`config.mk`:
```
export PLATFORM = sky130hd
export DESIGN_NAME = pio_output_pulse_flat
export DESIGN_NICKNAME = d
export VERILOG_FILES = /design/src/rtl/pio_output_pulse_if.sv /design/src/rtl/pio_output_pulse.sv /design/src/flat_wrapper.sv
export SDC_FILE = /design/constraint.sdc
export NUM_CORES = 1
export LEC_CHECK = 0
export CAP_MARGIN = 20
export CORE_MARGIN = 1.5
export CORE_UTILIZATION = 59
export DETAILED_ROUTE_END_ITERATION = 8
export HOLD_SLACK_MARGIN = 0.02
export PLACE_DENSITY = 0.87
export SKIP_LAST_GASP = 1
export SLEW_MARGIN = 40
export SYNTH_ARGS = -nofsm -noshare
export SYNTH_HDL_FRONTEND = slang
export SYNTH_SLANG_ARGS = --single-unit
```
`constraint.sdc`:
```
create_clock -name clk -period 4.6 [get_ports clk]
set_input_delay 0.69 -clock clk [delete_from_list [all_inputs] [get_ports clk]]
set_output_delay 0.69 -clock clk [all_outputs]
set_load 0.005 [all_outputs]
```
`src/rtl/pio_output_pulse_if.sv`:
```
// ----------------------------------------------------------------------------
// pio_output_pulse_if
// Avalon-MM slave bus bundle for the pulse-capable PIO output block.
//   address    [2:0]  word address (master -> slave)
//   chipselect        slave select (master -> slave)
//   write_n           active-low write strobe (master -> slave)
//   writedata  [31:0] write data (master -> slave)
//   readdata   [31:0] combinational read data (slave -> master)
// ----------------------------------------------------------------------------
interface pio_output_pulse_if;
    logic [2:0]  address;
    logic        chipselect;
    logic        write_n;
    logic [31:0] writedata;
    logic [31:0] readdata;

    modport master (
        output address,
        output chipselect,
        output write_n,
        output writedata,
        input  readdata
    );

    modport slave (
        input  address,
        input  chipselect,
        input  write_n,
        input  writedata,
        output readdata
    );
endinterface

```
`src/rtl/pio_output_pulse.sv`:
```
// ----------------------------------------------------------------------------
// pio_output_pulse
// Memory-mapped output port with set/clear/toggle access and a one-shot pulse
// engine: a trigger write raises selected bits, which fall again after a
// programmable number of clock cycles, then latches DONE (optionally as irq).
//
// Ports
//   clk       system clock, rising edge
//   reset_n   asynchronous active-low reset
//   bus       Avalon-MM slave (address/chipselect/write_n/writedata/readdata)
//   out_port  registered output pins, WIDTH bits
//   irq       level interrupt, DONE & IRQ_EN
//
// Register map (word address)
//   0 DATA  RW   1 STATUS   2 PULSE_LEN RW   3 PULSE_TRIG (W trigger, R mask)
//   4 SET   WO   5 CLR WO   6 TOG WO         7 COUNT RO
// ----------------------------------------------------------------------------
module pio_output_pulse #(
    parameter int unsigned            WIDTH         = 16,
    parameter int unsigned            LEN_W         = 16,
    parameter logic [WIDTH-1:0]       RESET_VALUE   = '0,
    parameter int unsigned            PULSE_DEFAULT = 1000
) (
    input  logic                 clk,
    input  logic                 reset_n,
    pio_output_pulse_if.slave    bus,
    output logic [WIDTH-1:0]     out_port,
    output logic                 irq
);

    localparam logic [2:0] A_DATA   = 3'd0;
    localparam logic [2:0] A_STATUS = 3'd1;
    localparam logic [2:0] A_LEN    = 3'd2;
    localparam logic [2:0] A_TRIG   = 3'd3;
    localparam logic [2:0] A_SET    = 3'd4;
    localparam logic [2:0] A_CLR    = 3'd5;
    localparam logic [2:0] A_TOG    = 3'd6;
    localparam logic [2:0] A_COUNT  = 3'd7;

    logic [WIDTH-1:0] r_out;
    logic [WIDTH-1:0] r_mask;
    logic [LEN_W-1:0] r_count;
    logic [LEN_W-1:0] r_len;
    logic             r_done;
    logic             r_irq_en;

    logic             w_wr;
    logic [WIDTH-1:0] w_wd;
    logic             w_trig;
    logic             w_expire;
    logic [WIDTH-1:0] w_out_next;
    logic [WIDTH-1:0] w_mask_next;
    logic [LEN_W-1:0] w_count_next;
    logic             w_done_next;
    logic [31:0]      w_rdata;
    logic             w_unused_wd;

    assign w_wr = bus.chipselect & ~bus.write_n;
    assign w_wd = bus.writedata[WIDTH-1:0];

    // Only part of the write bus is meaningful for a given WIDTH/LEN_W.
    assign w_unused_wd = ^bus.writedata;

    // A trigger with zero length or no selected bits is a no-op.
    assign w_trig   = w_wr && (bus.address == A_TRIG) && (r_len != '0) && (w_wd != '0);

    // Expiry is suppressed when a retrigger lands on the same edge: the
    // reload keeps every pulsed bit high and DONE stays untouched.
    assign w_expire = (r_count == LEN_W'(1)) && !w_trig;

    always_comb begin
        w_out_next   = r_out;
        w_mask_next  = r_mask;
        w_count_next = (r_count != '0) ? (r_count - LEN_W'(1)) : r_count;
        w_done_next  = r_done;

        // Expiry clear goes first so a coincident port write wins per bit.
        if (w_expire) begin
            w_out_next  = r_out & ~r_mask;
            w_mask_next = '0;
            w_done_next = 1'b1;
        end

        if (w_wr) begin
            case (bus.address)
                A_DATA: begin
                    w_out_next  = w_wd;
                    w_mask_next = '0;
                end
                A_STATUS: begin
                    // A DONE set by expiry on this edge beats the W1C.
                    if (bus.writedata[1] && !w_expire) begin
                        w_done_next = 1'b0;
                    end
                end
                A_TRIG: begin
                    if (w_trig) begin
                        w_out_next   = r_out | w_wd;
                        w_mask_next  = r_mask | w_wd;
                        w_count_next = r_len;
                    end
                end
                A_SET: begin
                    w_out_next = w_out_next | w_wd;
                end
                A_CLR: begin
                    w_out_next  = w_out_next & ~w_wd;
                    w_mask_next = w_mask_next & ~w_wd;
                end
                A_TOG: begin
                    w_out_next  = w_out_next ^ w_wd;
                    w_mask_next = w_mask_next & ~w_wd;
                end
                default: begin
                end
            endcase
        end
    end

    always_ff @(posedge clk or negedge reset_n) begin
        if (!reset_n) begin
            r_out    <= RESET_VALUE;
            r_mask   <= '0;
            r_count  <= '0;
            r_len    <= LEN_W'(PULSE_DEFAULT);
            r_done   <= 1'b0;
            r_irq_en <= 1'b0;
        end else begin
            r_out   <= w_out_next;
            r_mask  <= w_mask_next;
            r_count <= w_count_next;
            r_done  <= w_done_next;
            if (w_wr && (bus.address == A_STATUS)) begin
                r_irq_en <= bus.writedata[8];
            end
            if (w_wr && (bus.address == A_LEN)) begin
                r_len <= bus.writedata[LEN_W-1:0];
            end
        end
    end

    always_comb begin
        w_rdata = '0;
        case (bus.address)
            A_DATA:   w_rdata = 32'(r_out);
            A_STATUS: begin
                w_rdata[0] = (r_count != '0);
                w_rdata[1] = r_done;
                w_rdata[8] = r_irq_en;
            end
            A_LEN:    w_rdata = 32'(r_len);
            A_TRIG:   w_rdata = 32'(r_mask);
            A_COUNT:  w_rdata = 32'(r_count);
            default:  w_rdata = '0;
        endcase
    end

    assign bus.readdata = w_rdata;
    assign out_port     = r_out;
    assign irq          = r_done & r_irq_en;

endmodule

```
`src/flat_wrapper.sv`:
```
// flat-port wrapper written by rule: the top's interface ports become plain ports
module pio_output_pulse_flat 
#(
    parameter int unsigned            WIDTH         = 16,
    parameter int unsigned            LEN_W         = 16,
    parameter logic [WIDTH-1:0]       RESET_VALUE   = '0,
    parameter int unsigned            PULSE_DEFAULT = 1000
)
  (clk, reset_n, out_port, irq, bus_address, bus_chipselect, bus_write_n, bus_writedata, bus_readdata);
  pio_output_pulse_if bus_i ();
  input  logic clk;
  input  logic reset_n;
  output logic [WIDTH-1:0] out_port;
  output logic irq;
  input wire logic [$bits(bus_i.address)-1:0] bus_address;
  input wire logic [$bits(bus_i.chipselect)-1:0] bus_chipselect;
  input wire logic [$bits(bus_i.write_n)-1:0] bus_write_n;
  input wire logic [$bits(bus_i.writedata)-1:0] bus_writedata;
  output wire logic [$bits(bus_i.readdata)-1:0] bus_readdata;
  assign bus_i.address = bus_address;
  assign bus_i.chipselect = bus_chipselect;
  assign bus_i.write_n = bus_write_n;
  assign bus_i.writedata = bus_writedata;
  assign bus_readdata = bus_i.readdata;
  pio_output_pulse #(.WIDTH(WIDTH), .LEN_W(LEN_W), .RESET_VALUE(RESET_VALUE), .PULSE_DEFAULT(PULSE_DEFAULT)) u_core (.clk(clk), .reset_n(reset_n), .bus(bus_i), .out_port(out_port), .irq(irq));
endmodule
```
==> summary.md <==
| Metric | Value |
|---|---|
| Largest net degree at the start of global routing | 42 |
| Via Count | 5312 |
| Die area | 0.009408 mm² |
| Register share of total power | 0.425 |
| Final period utilization | 0.8278 |
| Critical path class | primary input to register |
| Root buf cell | clkbuf_8 |
| Post-synthesis async set-or-reset flop share | 1.000 |
| Maxcap violations | 0 |
| Max-slew headroom | 0.4316 |
| P_sw | 0.0008628 W |
| Seq/Total Area, Yosys | 0.3183 |
| DRT Pass-1 Iters | 6 |
| Tmin final | 3.808 ns |
| RSZ-0062 raised after global routing | false |
| Die height | 97.00 µm |
| Detail Placement HPWL | 11470 µm |
| Syn Inst Count | 609 |
| Critical path required time | 4.86 ns |
| Outcome | complete, no violations |
| IO Pins | 88 |
| Mean Syn Cell Area | 8.559 µm² |
| Synth cell count leaders | o21ai_0 (67), dfrtp_1 (60), nand2_1 (57) |
| FF-to-FF Start | u_core.r_count[11] |
| Synth warn | 0 |
| Clk slew on worst S/H paths | 0.07 ns |
| Clock power frac | 0.232 |
| H-tree depth | 3 |
| Worst setup SP type | primary input |
| Worst R2R Path Depth | 10 |
| Peak supply drop | 0.0002075 V |
| Combinational share of power | 0.343 |
| Die Span X | 97.00 µm |
| Max clock buf depth | 2 |
| Synth Cell Area | 0.005212 mm² |
| Final Instance Area | 0.005996 mm² |
| Worst slew pin tran | 0.8495 ns |
| Internal Pwr Total | 0.001415 W |
| GR Util All Layers | 0.3575 |
| CTS tree | yes |
| Starting Density | 0.6036 |
| Synth area leader | dfrtp_1 |
| Post-cts gate resize count | 0 |
| Area growth from synthesis to layout | 15.03% |
| Setup tns final | 0 ns |
| IO Port Bufs | 55 |
| Post-detailed-route count of antenna-violating nets | 0 |
| Reg2reg end | u_core.out_port[13] |
| Switching portion of total power | 0.3788 |
| Setup violations, final | 0 |
| Achievable Freq | 262.6 MHz |
| First-pass GRT wire length | 26830 µm |
| Clk_lat worst skew | 0.36 ns |
| Final Max Slew Viols | 0 |
| Cts bufs inserted | 9 |
| HP Class | primary input to async pin |
| DR iter-0 viols | 742 |
| Hold buffers post-CTS | 0 |
| # nets final | 727 |
| Top-count cell post-synth | o21ai_0 |
| Row count | 34 |
| Postcts setup bufs | 0 |
| Layout cells sized above 1 | 0.07915 |
| Yosys cell types | 56 |
| PD cells | 379.9 mW/mm² |
| Fin. Hold Viols | 0 |
| DRT Wirelength | 16640 µm |
| Vias per inst | 6.944 |
| Skew final | 0.009694 ns |
| Post-synth EDFFs | 0 |
| WL/cell | 21.75 µm |
| Synth top area share | 0.2880 |
| Critical Path Fanout Max | 12 |
| Sink Count | 66 |
| Placer Congestion | 0.9384 |
| WP data arrival | 4.07 ns |
| Pre-CTS setup slack | 0.6164 ns |
| R2R Setup Slk | 1.20 ns |
| Remaining Overflow, GRT | 0 |
| Leakage dissipation | 2.546 nW |
| Final Power | 0.002278 W |
| DRC | 0 |
| Core Box Area | 0.008636 mm² |
| Synth Flop Type | dfrtp_1 |
| Setup crit end kind | register |
| Final WS setup | 0.7923 ns |
| Flops & latches, synth | 66 |
| Vias in the first global route | 5289 |
| N_diodes | 0 |
| Top cells by area, synth | dfrtp_1 (29%), mux2i_1 (8.6%), ha_1 (8.4%) |
| Placed instance area | 0.005779 mm² |
| Hold WS | 0.3504 ns |
| Initial antenna violation count | 0 |
## routing by layer
| metal | vias to the layer above | part of all wire | wire [µm] | GRT usage |
|---|---|---|---|---|
| met2 | 432 | 0.45 | 7536 | 0.5390 |
| li1 | 2288 | - | - | - |
| met1 | 2507 | 0.38 | 6290 | 0.4820 |
| met4 | 0 | 0.044 | 736 | 0.2062 |
| met5 | - | 0 | 0 | 0 |
| met3 | 85 | 0.12 | 2073 | 0.06647 |
## how the worst max path moves through the flow
| stage | from | to | cells after the start |
|---|---|---|---|
| finish | bus_writedata[1] | u_core.out_port[12] | 13 |
| global route | bus_writedata[1] | u_core.out_port[12] | 13 |
| CTS | bus_writedata[1] | u_core.out_port[12] | 13 |
| detailed placement | bus_writedata[1] | u_core.out_port[15] | 12 |
| global placement | bus_writedata[1] | u_core.out_port[10] | 13 |
| floorplan | bus_address[2] | bus_readdata[0] | 7 |
## power groups by stage
stage	sequential, W	combinational, W	clock [W]
detailed placement	0.000965	0.000754	0
global placement	0.000955	0.000712	0
floorplan	0.000883	0.000500	0
CTS	0.000955	0.000767	0.000528
finish	0.000968	0.000781	0.000529
global route	0.000983	0.000858	0.000557
## state kept, by name (all words and copies together) (netlist names)
register / count
u_core.r_count: 16
u_core.r_irq_en: 1
u_core.r_done: 1
u_core.r_mask: 16
u_core.r_len: 16
u_core.out_port: 16
## cells in the final DEF (no fill, tap or decap), types with 17 or more instances in the layout
cell type / Yosys / layout
o21ai_0: 67 / 66
dfrtp_1: 60 / 60
nand2_1: 57 / 57
clkdlybuf4s50_1: 0 / 52
mux2i_1: 45 / 45
inv_1: 37 / 37
ha_1: 35 / 35
a21oi_1: 25 / 25
o22ai_1: 24 / 24
nor2_1: 23 / 23
nor3_1: 22 / 22
nor4_1: 20 / 20
nor2b_1: 20 / 20
buf_4: 17 / 19
a32o_1: 17 / 17
a22oi_1: 17 / 17
## stage by stage
step | instances | util
after global placement | 749 | 0.6686
after floorplan | 624 | -
after detailed placement | 749 | 0.6692
after CTS | 765 | 0.6933
after global routing | 765 | 0.6943
final | 765 | 0.6943
## cell families (layout without fill, tap and decap cells)
family	after synthesis	in the layout	synth area share
fa+ha+maj	36	36	0.08785
buf+inv	94	127	0.08569
compound gates	179	179	0.2163
simple gates	176	176	0.1810
xor+xnor	9	9	0.01512
flops	66	66	0.3183
mux	48	48	0.09505
other cells	1	16	0.0007194
## final cells by class
cell class,instances,area [µm²]
timing repair buffer,74,678.2
fill,679,2640
sequential,66,1659
clock inverter,2,35.03
multi-input combinational,464,3177
tap,108,135.1
clock buffer,14,172.7
inverter,37,138.9
## critical path, cell delays in order
cell             delay, ns
clkdlybuf4s50_1       0.55
nor4_1                0.61
a41oi_1               0.22
and3b_1               0.46
buf_4                 0.28
nor3_1                0.27
nor2b_1               0.09
ha_1                  0.28
mux2i_1               0.13
nand2_1               0.07
a21oi_1               0.14
a31oi_1               0.07
o22ai_1               0.20
No activity file was read; power rests on OpenSTA's default activity.
